$ cat config.mk
export PLATFORM = sky130hd
export DESIGN_NAME = i2c_slave_tx_controller_flat
export DESIGN_NICKNAME = d
export VERILOG_FILES = /design/src/rtl/i2c_slave_tx_controller_pkg.sv /design/src/rtl/i2c_slave_tx_controller_if.sv /design/src/rtl/i2c_tx_shifter.sv /design/src/rtl/i2c_slave_tx_controller.sv /design/src/flat_wrapper.sv
export SDC_FILE = /design/constraint.sdc
export NUM_CORES = 1
export LEC_CHECK = 0
export CAP_MARGIN = 25
export CORE_UTILIZATION = 48
export DETAILED_ROUTE_END_ITERATION = 8
export GPL_ROUTABILITY_DRIVEN = 0
export GPL_TIMING_DRIVEN = 0
export PLACE_DENSITY = 0.78
export SLEW_MARGIN = 20
export SYNTH_ARGS = -nofsm -noshare
export SYNTH_HDL_FRONTEND = slang
export SYNTH_SLANG_ARGS = --single-unit
$ cat constraint.sdc
create_clock -name clock -period 1.8 [get_ports clock]
set_input_delay 0.18 -clock clock [delete_from_list [all_inputs] [get_ports clock]]
set_output_delay 0.18 -clock clock [all_outputs]
set_load 0.02 [all_outputs]
$ cat src/rtl/i2c_slave_tx_controller_pkg.sv
// Shared definitions for the I2C slave transmit controller.
//   tx_state_e          : controller FSM states
//   ACK_BIT / NACK_BIT  : SDA level sampled in the acknowledge slot
//   DEFAULT_FILLER_BYTE : byte sent when the source underruns
//   BITS_PER_BYTE       : shifts allowed per byte before a protocol error
package i2c_slave_tx_controller_pkg;

  typedef enum logic [1:0] {
    ST_IDLE,
    ST_FETCH,
    ST_SEND,
    ST_GET_ACK
  } tx_state_e;

  localparam logic        ACK_BIT             = 1'b0;
  localparam logic        NACK_BIT            = 1'b1;
  localparam logic [7:0]  DEFAULT_FILLER_BYTE = 8'hFF;
  localparam int unsigned BITS_PER_BYTE       = 8;

endpackage

$ cat src/rtl/i2c_slave_tx_controller_if.sv
// Handshake bundle between the transmit controller and its environment
// (slave top FSM, byte source, write-byte and ACK-receive submodules).
//   slave  : view used by i2c_slave_tx_controller
//   master : view used by whatever drives the controller
interface i2c_slave_tx_controller_if #(
  parameter int unsigned CNT_WIDTH = 8
);
  logic                 start;
  logic                 abort;
  logic                 tx_valid;
  logic [7:0]           tx_byte;
  logic                 tx_ready;
  logic                 wb_go;
  logic                 wb_data;
  logic                 wb_load;
  logic                 wb_finish;
  logic                 ack_go;
  logic                 ack_finish;
  logic                 ack_bit;
  logic                 busy;
  logic [CNT_WIDTH-1:0] byte_count;
  logic                 underrun;
  logic                 done;
  logic                 proto_err;

  modport slave (
    input  start, abort, tx_valid, tx_byte, wb_load, wb_finish, ack_finish, ack_bit,
    output tx_ready, wb_go, wb_data, ack_go, busy, byte_count, underrun, done, proto_err
  );

  modport master (
    output start, abort, tx_valid, tx_byte, wb_load, wb_finish, ack_finish, ack_bit,
    input  tx_ready, wb_go, wb_data, ack_go, busy, byte_count, underrun, done, proto_err
  );

endinterface

$ cat src/rtl/i2c_tx_shifter.sv
// 8-bit load/shift register feeding the write-byte submodule MSB-first.
//   clock, reset : system clock, synchronous active-high reset
//   load_i       : parallel load of load_val_i, clears the shift counter
//   load_val_i   : byte to load
//   shift_i      : shift left one bit (write-byte consumed current bit)
//   msb_o        : current bit (shreg[7])
//   overflow_o   : shift requested after all 8 bits were already consumed
module i2c_tx_shifter
  import i2c_slave_tx_controller_pkg::*;
(
  input  logic       clock,
  input  logic       reset,
  input  logic       load_i,
  input  logic [7:0] load_val_i,
  input  logic       shift_i,
  output logic       msb_o,
  output logic       overflow_o
);

  logic [7:0] shreg_q, shreg_d;
  logic [3:0] cnt_q, cnt_d;

  always_comb begin
    shreg_d    = shreg_q;
    cnt_d      = cnt_q;
    overflow_o = 1'b0;
    if (load_i) begin
      shreg_d = load_val_i;
      cnt_d   = '0;
    end else if (shift_i) begin
      // A ninth shift is flagged and leaves the register untouched.
      if (cnt_q == 4'(BITS_PER_BYTE)) begin
        overflow_o = 1'b1;
      end else begin
        shreg_d = {shreg_q[6:0], 1'b0};
        cnt_d   = cnt_q + 4'd1;
      end
    end
  end

  always_ff @(posedge clock) begin
    if (reset) begin
      shreg_q <= '0;
      cnt_q   <= '0;
    end else begin
      shreg_q <= shreg_d;
      cnt_q   <= cnt_d;
    end
  end

  assign msb_o = shreg_q[7];

endmodule

$ cat src/rtl/i2c_slave_tx_controller.sv
// Slave-side transmit sequencer for an I2C master-read transaction.
// Fetches bytes from a byte source, hands each one bit-serially to the
// write-byte submodule, then runs the ACK-receive submodule and either
// continues (ACK) or ends the transaction (NACK).
//   clock, reset      : system clock, synchronous active-high reset
//   bus (slave)       : start/abort from the slave FSM, tx_* byte source,
//                       wb_* write-byte handshake, ack_* ACK handshake,
//                       status busy/byte_count/underrun/done/proto_err
// Every output comes from a register; nothing is combinational from inputs.
module i2c_slave_tx_controller
  import i2c_slave_tx_controller_pkg::*;
#(
  parameter logic [7:0]  FILLER_BYTE = DEFAULT_FILLER_BYTE,
  parameter int unsigned CNT_WIDTH   = 8
) (
  input logic                        clock,
  input logic                        reset,
  i2c_slave_tx_controller_if.slave   bus
);

  tx_state_e            state_q, state_d;
  logic                 wb_go_q, ack_go_q, busy_q;
  logic                 tx_ready_q, tx_ready_d;
  logic                 done_q, done_d;
  logic                 underrun_q, underrun_d;
  logic                 proto_err_q, proto_err_d;
  logic [CNT_WIDTH-1:0] byte_count_q, byte_count_d;

  logic       aborting;
  logic       load_en;
  logic [7:0] load_val;
  logic       shift_en;
  logic       shreg_msb;
  logic       overflow;

  assign aborting = (state_q != ST_IDLE) && bus.abort;

  // Shifter controls are kept outside the FSM block so the overflow flag
  // coming back from the shifter does not form a loop through it.
  assign load_en  = (state_q == ST_FETCH) && !bus.abort;
  assign load_val = bus.tx_valid ? bus.tx_byte : FILLER_BYTE;
  assign shift_en = (state_q == ST_SEND) && bus.wb_load && !bus.abort;

  i2c_tx_shifter u_shifter (
    .clock      (clock),
    .reset      (reset),
    .load_i     (load_en),
    .load_val_i (load_val),
    .shift_i    (shift_en),
    .msb_o      (shreg_msb),
    .overflow_o (overflow)
  );

  always_comb begin
    state_d      = state_q;
    tx_ready_d   = 1'b0;
    done_d       = 1'b0;
    underrun_d   = underrun_q;
    proto_err_d  = proto_err_q;
    byte_count_d = byte_count_q;
    if (aborting) begin
      state_d = ST_IDLE;
    end else begin
      unique case (state_q)
        ST_IDLE: begin
          if (bus.start) begin
            state_d      = ST_FETCH;
            byte_count_d = '0;
            underrun_d   = 1'b0;
            proto_err_d  = 1'b0;
          end
        end
        ST_FETCH: begin
          if (bus.tx_valid) tx_ready_d = 1'b1;
          else              underrun_d = 1'b1;
          state_d = ST_SEND;
        end
        ST_SEND: begin
          if (overflow)      proto_err_d = 1'b1;
          if (bus.wb_finish) state_d     = ST_GET_ACK;
        end
        ST_GET_ACK: begin
          if (bus.ack_finish) begin
            if (byte_count_q != '1) byte_count_d = byte_count_q + CNT_WIDTH'(1);
            if (bus.ack_bit == ACK_BIT) begin
              state_d = ST_FETCH;
            end else begin
              done_d  = 1'b1;
              state_d = ST_IDLE;
            end
          end
        end
        default: state_d = ST_IDLE;
      endcase
    end
  end

  always_ff @(posedge clock) begin
    if (reset) begin
      state_q      <= ST_IDLE;
      wb_go_q      <= 1'b0;
      ack_go_q     <= 1'b0;
      busy_q       <= 1'b0;
      tx_ready_q   <= 1'b0;
      done_q       <= 1'b0;
      underrun_q   <= 1'b0;
      proto_err_q  <= 1'b0;
      byte_count_q <= '0;
    end else begin
      state_q      <= state_d;
      // Go levels and busy follow the state being entered, so they rise and
      // fall on the same edge as the transition that causes them.
      wb_go_q      <= (state_d == ST_SEND);
      ack_go_q     <= (state_d == ST_GET_ACK);
      busy_q       <= (state_d != ST_IDLE);
      tx_ready_q   <= tx_ready_d;
      done_q       <= done_d;
      underrun_q   <= underrun_d;
      proto_err_q  <= proto_err_d;
      byte_count_q <= byte_count_d;
    end
  end

  assign bus.wb_go      = wb_go_q;
  assign bus.wb_data    = shreg_msb & wb_go_q;
  assign bus.ack_go     = ack_go_q;
  assign bus.busy       = busy_q;
  assign bus.tx_ready   = tx_ready_q;
  assign bus.done       = done_q;
  assign bus.underrun   = underrun_q;
  assign bus.proto_err  = proto_err_q;
  assign bus.byte_count = byte_count_q;

endmodule
$ cat src/flat_wrapper.sv
// flat-port wrapper written by rule: the top's interface ports become plain ports
module i2c_slave_tx_controller_flat import i2c_slave_tx_controller_pkg::*;
#(
  parameter logic [7:0]  FILLER_BYTE = DEFAULT_FILLER_BYTE,
  parameter int unsigned CNT_WIDTH   = 8
)
  (clock, reset, bus_start, bus_abort, bus_tx_valid, bus_tx_byte, bus_wb_load, bus_wb_finish, bus_ack_finish, bus_ack_bit, bus_tx_ready, bus_wb_go, bus_wb_data, bus_ack_go, bus_busy, bus_byte_count, bus_underrun, bus_done, bus_proto_err);
  i2c_slave_tx_controller_if #(.CNT_WIDTH(CNT_WIDTH)) bus_i ();
  input logic clock;
  input logic reset;
  input wire logic [$bits(bus_i.start)-1:0] bus_start;
  input wire logic [$bits(bus_i.abort)-1:0] bus_abort;
  input wire logic [$bits(bus_i.tx_valid)-1:0] bus_tx_valid;
  input wire logic [$bits(bus_i.tx_byte)-1:0] bus_tx_byte;
  input wire logic [$bits(bus_i.wb_load)-1:0] bus_wb_load;
  input wire logic [$bits(bus_i.wb_finish)-1:0] bus_wb_finish;
  input wire logic [$bits(bus_i.ack_finish)-1:0] bus_ack_finish;
  input wire logic [$bits(bus_i.ack_bit)-1:0] bus_ack_bit;
  output wire logic [$bits(bus_i.tx_ready)-1:0] bus_tx_ready;
  output wire logic [$bits(bus_i.wb_go)-1:0] bus_wb_go;
  output wire logic [$bits(bus_i.wb_data)-1:0] bus_wb_data;
  output wire logic [$bits(bus_i.ack_go)-1:0] bus_ack_go;
  output wire logic [$bits(bus_i.busy)-1:0] bus_busy;
  output wire logic [$bits(bus_i.byte_count)-1:0] bus_byte_count;
  output wire logic [$bits(bus_i.underrun)-1:0] bus_underrun;
  output wire logic [$bits(bus_i.done)-1:0] bus_done;
  output wire logic [$bits(bus_i.proto_err)-1:0] bus_proto_err;
  assign bus_i.start = bus_start;
  assign bus_i.abort = bus_abort;
  assign bus_i.tx_valid = bus_tx_valid;
  assign bus_i.tx_byte = bus_tx_byte;
  assign bus_i.wb_load = bus_wb_load;
  assign bus_i.wb_finish = bus_wb_finish;
  assign bus_i.ack_finish = bus_ack_finish;
  assign bus_i.ack_bit = bus_ack_bit;
  assign bus_tx_ready = bus_i.tx_ready;
  assign bus_wb_go = bus_i.wb_go;
  assign bus_wb_data = bus_i.wb_data;
  assign bus_ack_go = bus_i.ack_go;
  assign bus_busy = bus_i.busy;
  assign bus_byte_count = bus_i.byte_count;
  assign bus_underrun = bus_i.underrun;
  assign bus_done = bus_i.done;
  assign bus_proto_err = bus_i.proto_err;
  i2c_slave_tx_controller #(.FILLER_BYTE(FILLER_BYTE), .CNT_WIDTH(CNT_WIDTH)) u_core (.clock(clock), .reset(reset), .bus(bus_i));
endmodule
==> impl_results.md, run 1 <==
* Worst-Margin Slew at 511 ps
* Total GRT Usage at 0.233
* Switching Fraction at 0.238
* Chip height at 55.2 µm
* Main area contributors after synthesis: dfxtp_1, mux2i_1, a211oi_1, nor2_1, nand2_1
* Overflow left after global routing at 0
* Routed Antenna Nets at 0
* Most frequent cells in the layout: clkdlybuf4s50_1, dfxtp_1, nor2_1
* Critical R2R Launch: u_core.state_q[0]$_SDFF_PP0_
* Placed cells at 216
* # rows at 18
* Final Slew Violations at 0
* PD cells at roughly 700 nW/µm²
* Synth Area per Inst at 8.75 µm²
* Worst-path clk slew at 100 ps
* H-tree depth at 2
* YS warnings at 0
* Die Span X at around 55 µm
* Min-delay src: reset
* Total chip power at 1.26 mW
* Final HPWL DP at 2.27 mm
* Setup slack after layout at 64.4 ps
* Skew-Pair Late Insertion Delay at 330 ps
* Layout Skew at 11.6 ps
* CTS buffer count at 5
* Final period util at 0.964
* Area Growth Syn to Fin at 32.7%
* Unique masters post-synth at 40
* Post-synth top area cell: dfxtp_1
* Post-route minimum period at 1740 ps
* Io pins at 33
* Fin cells at 227
* R2R cell count at 5
* FF+latch count, synth at 29
* VDD IR max at 0.589 mV
* Worst hold slack at between 300 and 400 ps
* Port buffer count at 31
* N_diodes at 0
* Status: finished, final reports clean
* Syn nets at 175
* WHS Path Cells at 2
* DR iter-0 viols at 33
* Worst hold path class: input port to register
* Clock sinks at 29
* Clock root buffer: clkbuf_4
* # hold bufs at CTS at 0
* Max incr delay on CP at 420 ps
* CP arrival at 1990 ps
* First-pass GRT wire length at 4.90 mm
* Via Count at 1298
* Place WS at -343 ps
* Sequential area share after synthesis at 0.428
* Final wirelength at around 3.2 mm
* CP Launch Type: register
* Hold Path End: u_core.u_shifter.cnt_q[1]$_SDFFE_PP0P_
* Initial antenna violation count at 0
* Switching pwr at 0.299 mW
* Top delay family on crit path: simple AND/OR/NAND/NOR gates
* Register area at 583 µm²
* Crit end category: register
* FF-to-FF setup slack at 60 ps
* Setup TNS at 0 ps
* Core Box Area at 2570 µm²
* Fill count at 220
* Critical path peak fanout at 10
* Final Hold Viols at 0
* Gate power share at 0.111
* Reg2reg end: u_core.bus.byte_count[0]$_SDFFE_PP0P_
* Worst slew margin at 0.659
* Slowest cell on the critical path: or3b_4
* CP bufs+invs at 1
* Top cell type's share of synthesized area at 0.428
* Worst EP required at 2050 ps
* Util after Layout at 0.701
* Vias in the first global route at between 1000 and 1500
* Setup violations, final at 0
* Crit-path cells: buf_6, or3b_4, a32o_2, or3_1, a21oi_1
* Seq pwr share at 0.530
* Multi-input gate area at 701 µm²
* Unrepaired setup endpoints after global routing: no
* Total DRC errors in the routed layout at 0
* Largest net degree at the start of global routing at 11
* Layout net count at ~220
* Initial core utilization at 0.528
* CTS tree: built
* Pint at 0.957 mW
* Share of layout cells above drive strength 1 at 0.127
* Design Area, Final at roughly 1800 µm²
* WL per Instance at 14.0 µm
* Maxcap violations at 0
* DP Area at ~1700 µm²
* Commonest non-fill, non-tap cell in the layout: clkdlybuf4s50_1
* Vias per inst at around 5.7
* Gate Count Post-Synth at 155
* Clock power frac at 0.359
* Drt first pass iters at 4
* Crit path kind: register to register
* Clock buffer depth at 2
* FMAX at approximately 580 MHz
* Post-Syn Area at 1360 µm²
* Static leakage at 0.710 nW
* Die Area at 3040 µm²
==> synth_stat cells (all sizes together) <==
master and instances:
o41ai 1, nor3 7, nand2b 1, a31oi 2
xor2 1, or4 2, o21ai 7, and3 3
a41oi 1, nor2b 1, or3 1, nor2 21
buf 4, o211ai 1, a211oi 11, nand4 2
nand4b 1, a21oi 7, nor3b 1, ha 3
nand2 11, nand3 4, xnor2 1, inv 6
clkbuf 5, dfxtp 29, a32oi 1, o31a 1
mux2i 9, and2 3, a22oi 1, a32o 1
nor4 1, or2 1, or3b 2, and4bb 1
==> logic make-up after synthesis <==
kind of cell / Yosys count / share of synthesized area
simple gates: 63 / 0.238
compound gates: 34 / 0.168
flops: 29 / 0.428
buf+inv: 15 / 0.0590
mux: 9 / 0.0664
fa+ha+maj: 3 / 0.0277
xor+xnor: 2 / 0.0129
==> what timing repair did <==
item	in CTS	in global routing
pin swaps	0	4
setup buffers	0	4
setup endpoints to repair	8	1
gates resized for setup	1	2
==> worst max path at each step <==
stage	from	endpoint	cells past startpoint
3_5_place_dp	bus_abort	u_core.u_shifter.shreg_q[5]$_SDFFE_PP0P_	5
6_report	u_core.state_q[0]$_SDFF_PP0_	u_core.bus.byte_count[0]$_SDFFE_PP0P_	5
4_1_cts	u_core.state_q[1]$_SDFF_PP0_	u_core.bus.byte_count[0]$_SDFFE_PP0P_	6
2_1_floorplan	u_core.state_q[1]$_SDFF_PP0_	u_core.bus.byte_count[0]$_SDFFE_PP0P_	6
3_3_place_gp	bus_abort	u_core.u_shifter.shreg_q[2]$_SDFFE_PP0P_	5
5_1_grt	u_core.state_q[0]$_SDFF_PP0_	u_core.bus.byte_count[0]$_SDFFE_PP0P_	5
==> routing by layer <==
layer,part of all wire,vias to the layer above,track usage
li1,-,639,-
met1,0.46,613,0.268
met2,0.48,41,0.392
met3,0.052,5,0.0683
met4,0.011,0,0.117
met5,0,-,0
==> sequential cells by signal, summed over array words and instances, names as in the netlist <==
signal / count
u_core.bus.byte_count: 8
u_core.u_shifter.shreg_q: 8
u_core.u_shifter.cnt_q: 4
u_core.state_q: 2
u_core.bus.ack_go: 1
u_core.bus.busy: 1
u_core.bus.done: 1
u_core.bus.proto_err: 1
u_core.bus.tx_ready: 1
u_core.bus.underrun: 1
u_core.bus.wb_go: 1
==> cell type report <==
cell class	instances	share of cell area
plain buffers	8	0.0257
clock buffers	7	0.0361
clock inverters	1	0.00278
inverters	6	0.0125
multi-input cells	111	0.389
flip-flops and latches	29	0.324
well taps	30	0.0208
repair buffers	35	0.189
==> power by group through the flow <==
stage	clock (mW)	sequential, mW	combinational (mW)
3_3_place_gp	0	0.680	0.130
5_1_grt	0.492	0.668	0.151
2_1_floorplan	0	0.684	0.0671
3_5_place_dp	0	0.681	0.134
6_report	0.451	0.666	0.139
4_1_cts	0.458	0.666	0.135
No activity file was read; power rests on OpenSTA's default activity.
==> run 2, diff against run 1 <==
--- a/config.mk
+++ b/config.mk
@@ -6,11 +6,13 @@
 export NUM_CORES = 1
 export LEC_CHECK = 0
 export CAP_MARGIN = 25
+export CORE_MARGIN = 2
 export CORE_UTILIZATION = 48
 export DETAILED_ROUTE_END_ITERATION = 8
 export GPL_ROUTABILITY_DRIVEN = 0
 export GPL_TIMING_DRIVEN = 0
 export PLACE_DENSITY = 0.78
+export REMOVE_ABC_BUFFERS = 1
 export SLEW_MARGIN = 20
 export SYNTH_ARGS = -nofsm -noshare
 export SYNTH_HDL_FRONTEND = slang
==> run 2 against run 1 <==
  * Routed wire length is 2.9% lower
  * Critical path type unchanged
  * First-iteration DRC count is 52% higher
  * Via count is 4.2% lower
  * Clock skew hardly changed
  * Core utilization is 5.4 points lower
  * Clock power is 11% lower
  * Global-route usage is 2.3 points lower
  * Largest cell class unchanged
  * Sequential share of layout area is 0.76 points higher
  * Final cell count is 3.5% lower
  * Total power is 5.2% lower
  * Fmax is 1.5% higher
==> impl_results.md, run 2 (same netlist as run 1, synthesis figures left out) <==
* Overflow left after global routing at 0
* Util after Layout at 0.648
* Worst-path clk slew at 90 ps
* Final Slew Violations at 0
* Crit end category: register
* Crit-path cells: or3b_4, a32o_2, or3_1, a21oi_1
* Static leakage at just under 0.7 nW
* Die Area at around 3300 µm²
* Most frequent cells in the layout: clkdlybuf4s50_1, dfxtp_1, nor2_1
* CP bufs+invs at 0
* FMAX at around 580 MHz
* Die Span X at 57.2 µm
* Total chip power at 1.19 mW
* CP Launch Type: register
* Total GRT Usage at 0.211
* Slowest cell on the critical path: or3b_4
* Routed Antenna Nets at 0
* Worst slew margin at 0.353
* Layout net count at 208
* Total DRC errors in the routed layout at 0
* Worst-Margin Slew at just under 1000 ps
* Final Hold Viols at 0
* Max incr delay on CP at 450 ps
* Drt first pass iters at 5
* DP Area at 1670 µm²
* Port buffer count at 32
* Clock buffer depth at 2
* Clock root buffer: clkbuf_4
* # rows at 19
* Vias per inst at ~5.7
* Final wirelength at 3.09 mm
* Maxcap violations at 0
* CTS tree: built
* Design Area, Final at 1760 µm²
* Core Box Area at 2710 µm²
* Clock sinks at 29
* CTS buffer count at 5
* WL per Instance at 14.1 µm
* Commonest non-fill, non-tap cell in the layout: clkdlybuf4s50_1
* Io pins at 33
* N_diodes at 0
* Share of layout cells above drive strength 1 at 0.106
* DR iter-0 viols at 50
* Area Growth Syn to Fin at 29.4%
* Final period util at 0.950
* PD cells at between 600 and 700 nW/µm²
* Vias in the first global route at 1182
* Layout Skew at 11.1 ps
* Chip height at 57.2 µm
* Top delay family on crit path: simple AND/OR/NAND/NOR gates
* Unrepaired setup endpoints after global routing: no
* Skew-Pair Late Insertion Delay at around 330 ps
* Largest net degree at the start of global routing at 28
* CP arrival at 1950 ps
* Initial antenna violation count at 0
* Initial core utilization at 0.500
* H-tree depth at 2
* Status: finished, final reports clean
* Post-route minimum period at 1710 ps
* Critical path peak fanout at 11
* Setup TNS at 0 ps
* VDD IR max at 0.472 mV
* Final HPWL DP at 2.27 mm
* Crit path kind: register to register
* Worst hold path class: input port to register
* First-pass GRT wire length at 5.20 mm
* Setup violations, final at 0
* Worst EP required at between 2000 and 2500 ps
* Via Count at around 1200
[run 2: cell types whose count changed in the layout (fill, tap and decap cells not counted), sizes merged]
cell           before  now
clkbuf             12    7
clkdlybuf4s50      31   32
clkinv              1    0
buf                 7    3
[run 2: what timing repair did]
action	4_1_cts	5_1_grt
gates cloned	0	0
hold buffers	0	0
endpoints found under the setup margin	8	10
pin swaps	0	1
setup buffers	0	2
resized for setup	1	4
[run 2: where the power goes]
group	internal (mW)	switching, mW
registers	0.658	0.0125
logic	0.0634	0.0567
clock network	0.184	0.217
total	0.905	0.286
[run 2: per-stage QoR]
| stage | std cells | setup WS (ps) | hold WS, ps |
|---|---|---|---|
| floorplan | 146 | -301 | 249 |
| global placement | 209 | -603 | 485 |
| detailed placement | 210 | -418 | 504 |
| CTS | 217 | 24.0 | 424 |
| global route | 219 | 13.0 | 459 |
| finish | 219 | 90.1 | 435 |
[run 2: final cells by class]
type / count / area, µm²
repair buffers: 35 / 343
fillers: 239 / 955
inverters: 6 / 22.5
clock buffers: 7 / 55.1
well taps: 31 / 38.8
multi-input cells: 111 / 714
flip-flops and latches: 29 / 582
[run 2: layer usage]
metal / global-route usage / vias to the layer above / part of all wire / wire length (µm)
met5: 0 / - / 0 / 0
met1: 0.256 / 583 / 0.43 / 1340
met2: 0.328 / 30 / 0.49 / 1530
met3: 0.0522 / 10 / 0.036 / 112
li1: - / 621 / - / -
met4: 0.143 / 0 / 0.035 / 107
[run 2: worst paths after layout]
check | start | endpoint | slack, ps | cells past startpoint
max reg2reg | u_core.state_q[0]$_SDFF_PP0_ | u_core.bus.byte_count[0]$_SDFFE_PP0P_ | 90 | 4
min | bus_ack_bit | u_core.bus.done$_SDFF_PP0_ | 430 | 3
max | u_core.state_q[0]$_SDFF_PP0_ | u_core.bus.byte_count[0]$_SDFFE_PP0P_ | 90 | 4
min reg2reg | u_core.bus.byte_count[1]$_SDFFE_PP0P_ | u_core.bus.byte_count[1]$_SDFFE_PP0P_ | 520 | 2
[run 2: tightest hold or removal path: stages]
cell             delay (ps)
clkdlybuf4s50_1         430
nand2_1                  70
nor4_1                   40
==> run 3, diff against run 2 <==
--- a/config.mk
+++ b/config.mk
@@ -7,11 +7,12 @@
 export LEC_CHECK = 0
 export CAP_MARGIN = 25
 export CORE_MARGIN = 2
-export CORE_UTILIZATION = 48
+export CORE_UTILIZATION = 50
+export CTS_BUF_LIST = sky130_fd_sc_hd__clkbuf_8
 export DETAILED_ROUTE_END_ITERATION = 8
 export GPL_ROUTABILITY_DRIVEN = 0
 export GPL_TIMING_DRIVEN = 0
-export PLACE_DENSITY = 0.78
+export PLACE_DENSITY = 0.81
 export REMOVE_ABC_BUFFERS = 1
 export SLEW_MARGIN = 20
 export SYNTH_ARGS = -nofsm -noshare
==> run 3 against run 2 <==
  * Clock power is 47% higher
  * Worst setup slack improved by 39 ps
  * Final cell count stayed put
  * Sequential share of layout area decreased by 0.74 points
  * Non-clock buffer count unchanged
  * Global-route usage up 1.5 points
  * Sequential cell count did not move
  * Sequential power about the same
  * Register-to-register slack improved by 40 ps
  * Clock-buffer cell count stayed put
  * Die area is 3.7% lower
  * Routed wire length increased by 12%
  * Largest cell class unchanged
==> impl_results.md, run 3 (same netlist as run 1, synthesis figures left out) <==
* Total chip power at 1.38 mW
* Clock root buffer: clkbuf_8
* WL per Instance at between 15 and 20 µm
* Via Count at 1239
* Final HPWL DP at 2.23 mm
* Maxcap violations at 0
* R2R cell count at 4
* Fill count at approximately 210
* PD cells at 769 nW/µm²
* Core Box Area at 2520 µm²
* Layout Skew at 11.2 ps
* # rows at 18
* CTS tree: built
* Setup violations, final at 0
* Initial core utilization at 0.538
* Final Slew Violations at 0
* Commonest non-fill, non-tap cell in the layout: clkdlybuf4s50_1
* Worst slew margin at 0.317
* Initial antenna violation count at 0
* Overflow left after global routing at 0
* Chip height at 56.1 µm
* H-tree depth at 2
* Reg2reg end: u_core.bus.byte_count[0]$_SDFFE_PP0P_
* Unrepaired setup endpoints after global routing: no
* Final wirelength at 3.44 mm
* Drt first pass iters at 4
* Routed Antenna Nets at 0
* Final Hold Viols at 0
* First-pass GRT wire length at 5.60 mm
* Largest net degree at the start of global routing at 28
* Skew-Pair Late Insertion Delay at 280 ps
* CP Launch Type: input port
* Total DRC errors in the routed layout at 0
* FF-to-FF setup slack at 130 ps
* Share of layout cells above drive strength 1 at 0.122
* Crit path kind: input port to register
* Post-route minimum period at 1670 ps
* Critical R2R Launch: u_core.state_q[1]$_SDFF_PP0_
* Most frequent cells in the layout: clkdlybuf4s50_1, dfxtp_1, nor2_1
* Final period util at 0.928
* Worst setup path end: u_core.bus.byte_count[0]$_SDFFE_PP0P_
* Clock sinks at 29
* Crit end category: register
* VDD IR max at 0.614 mV
* Critical path peak fanout at 8
* N_diodes at 0
* Worst-path clk slew at 70 ps
* Worst hold path class: input port to register
* Vias per inst at 5.66
* Layout net count at 208
* Total GRT Usage at 0.226
* Static leakage at 0.716 nW
* DR iter-0 viols at 25
* Die Span X at 56.1 µm
* Die Area at about 3100 µm²
* FMAX at 598 MHz
* Util after Layout at 0.713
* Worst EP required at 1990 ps
* Worst setup path startpoint: bus_start
* Port buffer count at 32
* CP arrival at 1860 ps
* Vias in the first global route at 1218
* CTS buffer count at 5
* Status: finished, final reports clean
* Worst-Margin Slew at 1020 ps
* Clock buffer depth at 2
* # hold bufs at CTS at 0
* Area Growth Syn to Fin at 32.7%
* Io pins at 33
==> run 3: cell types whose count changed in the layout (fill, tap and decap cells not counted), sizes merged <==
cell,delta
clkdlybuf4s50,-2
clkinv,+1
dlymetal6s2s,+2
==> run 3: per-stage QoR <==
step | setup WS (ps) | cells | cell area (µm²) | hold slack, ps | setup TNS, ps
6_report | 129 | 219 | 1800 | 316 | 0
5_1_grt | 32.9 | 219 | 1800 | 342 | 0
4_1_cts | -12.9 | 217 | 1770 | 495 | -12.9
3_5_place_dp | -390 | 209 | 1660 | 506 | -4410
3_3_place_gp | -598 | 208 | 1660 | 484 | -6600
2_1_floorplan | -301 | 146 | 1300 | 249 | -2800
==> run 3: metal layers <==
layer  vias to the layer above  track usage  share of wire
li1                        626            -              -
met1                       583        0.282           0.45
met2                        22        0.373           0.50
met3                         8       0.0535          0.033
met4                         0       0.0884          0.015
met5                         -            0              0
==> run 3: layout make-up <==
type / instances / area, µm² / area share
clock buffers: 7 / 96.3 / 0.0535
clock inverters: 1 / 5.00 / 0.00278
inverters: 6 / 22.5 / 0.0125
multi-input cells: 111 / 707 / 0.393
flip-flops and latches: 29 / 583 / 0.324
well taps: 30 / 37.5 / 0.0209
repair buffers: 35 / 348 / 0.193
==> run 3: critical path: stages <==
cell and delay (ps):
clkdlybuf4s50_1 480, or3b_4 430, a32o_2 310, or3_1 320, a21oi_1 130
==> run 3: repair_timing <==
| item | 4_1_cts | 5_1_grt |
|---|---|---|
| endpoints found under the hold margin | 0 | 0 |
| cloned | 0 | 0 |
| pin swaps | 0 | 0 |
| setup buffers | 0 | 2 |
| endpoints found under the setup margin | 8 | 11 |
| gates resized for setup | 1 | 6 |
==> run 3: worst min path at each step <==
stage | from | endpoint | cells after the start
5_1_grt | bus_abort | u_core.bus.done$_SDFF_PP0_ | 2
3_3_place_gp | u_core.bus.proto_err$_SDFFE_PP0P_ | u_core.bus.proto_err$_SDFFE_PP0P_ | 2
6_report | bus_abort | u_core.bus.done$_SDFF_PP0_ | 2
2_1_floorplan | reset | u_core.bus.byte_count[0]$_SDFFE_PP0P_ | 1
3_5_place_dp | u_core.bus.underrun$_SDFFE_PP0P_ | u_core.bus.underrun$_SDFFE_PP0P_ | 2
4_1_cts | bus_tx_byte[0] | u_core.u_shifter.shreg_q[0]$_SDFFE_PP0P_ | 3
==> run 3: report_power, final <==
| part | switching, mW | internal, mW | leakage (nW) |
|---|---|---|---|
| clock | 0.245 | 0.345 | 0.0542 |
| sequential | 0.0128 | 0.659 | 0.236 |
| combinational | 0.0582 | 0.0630 | 0.426 |
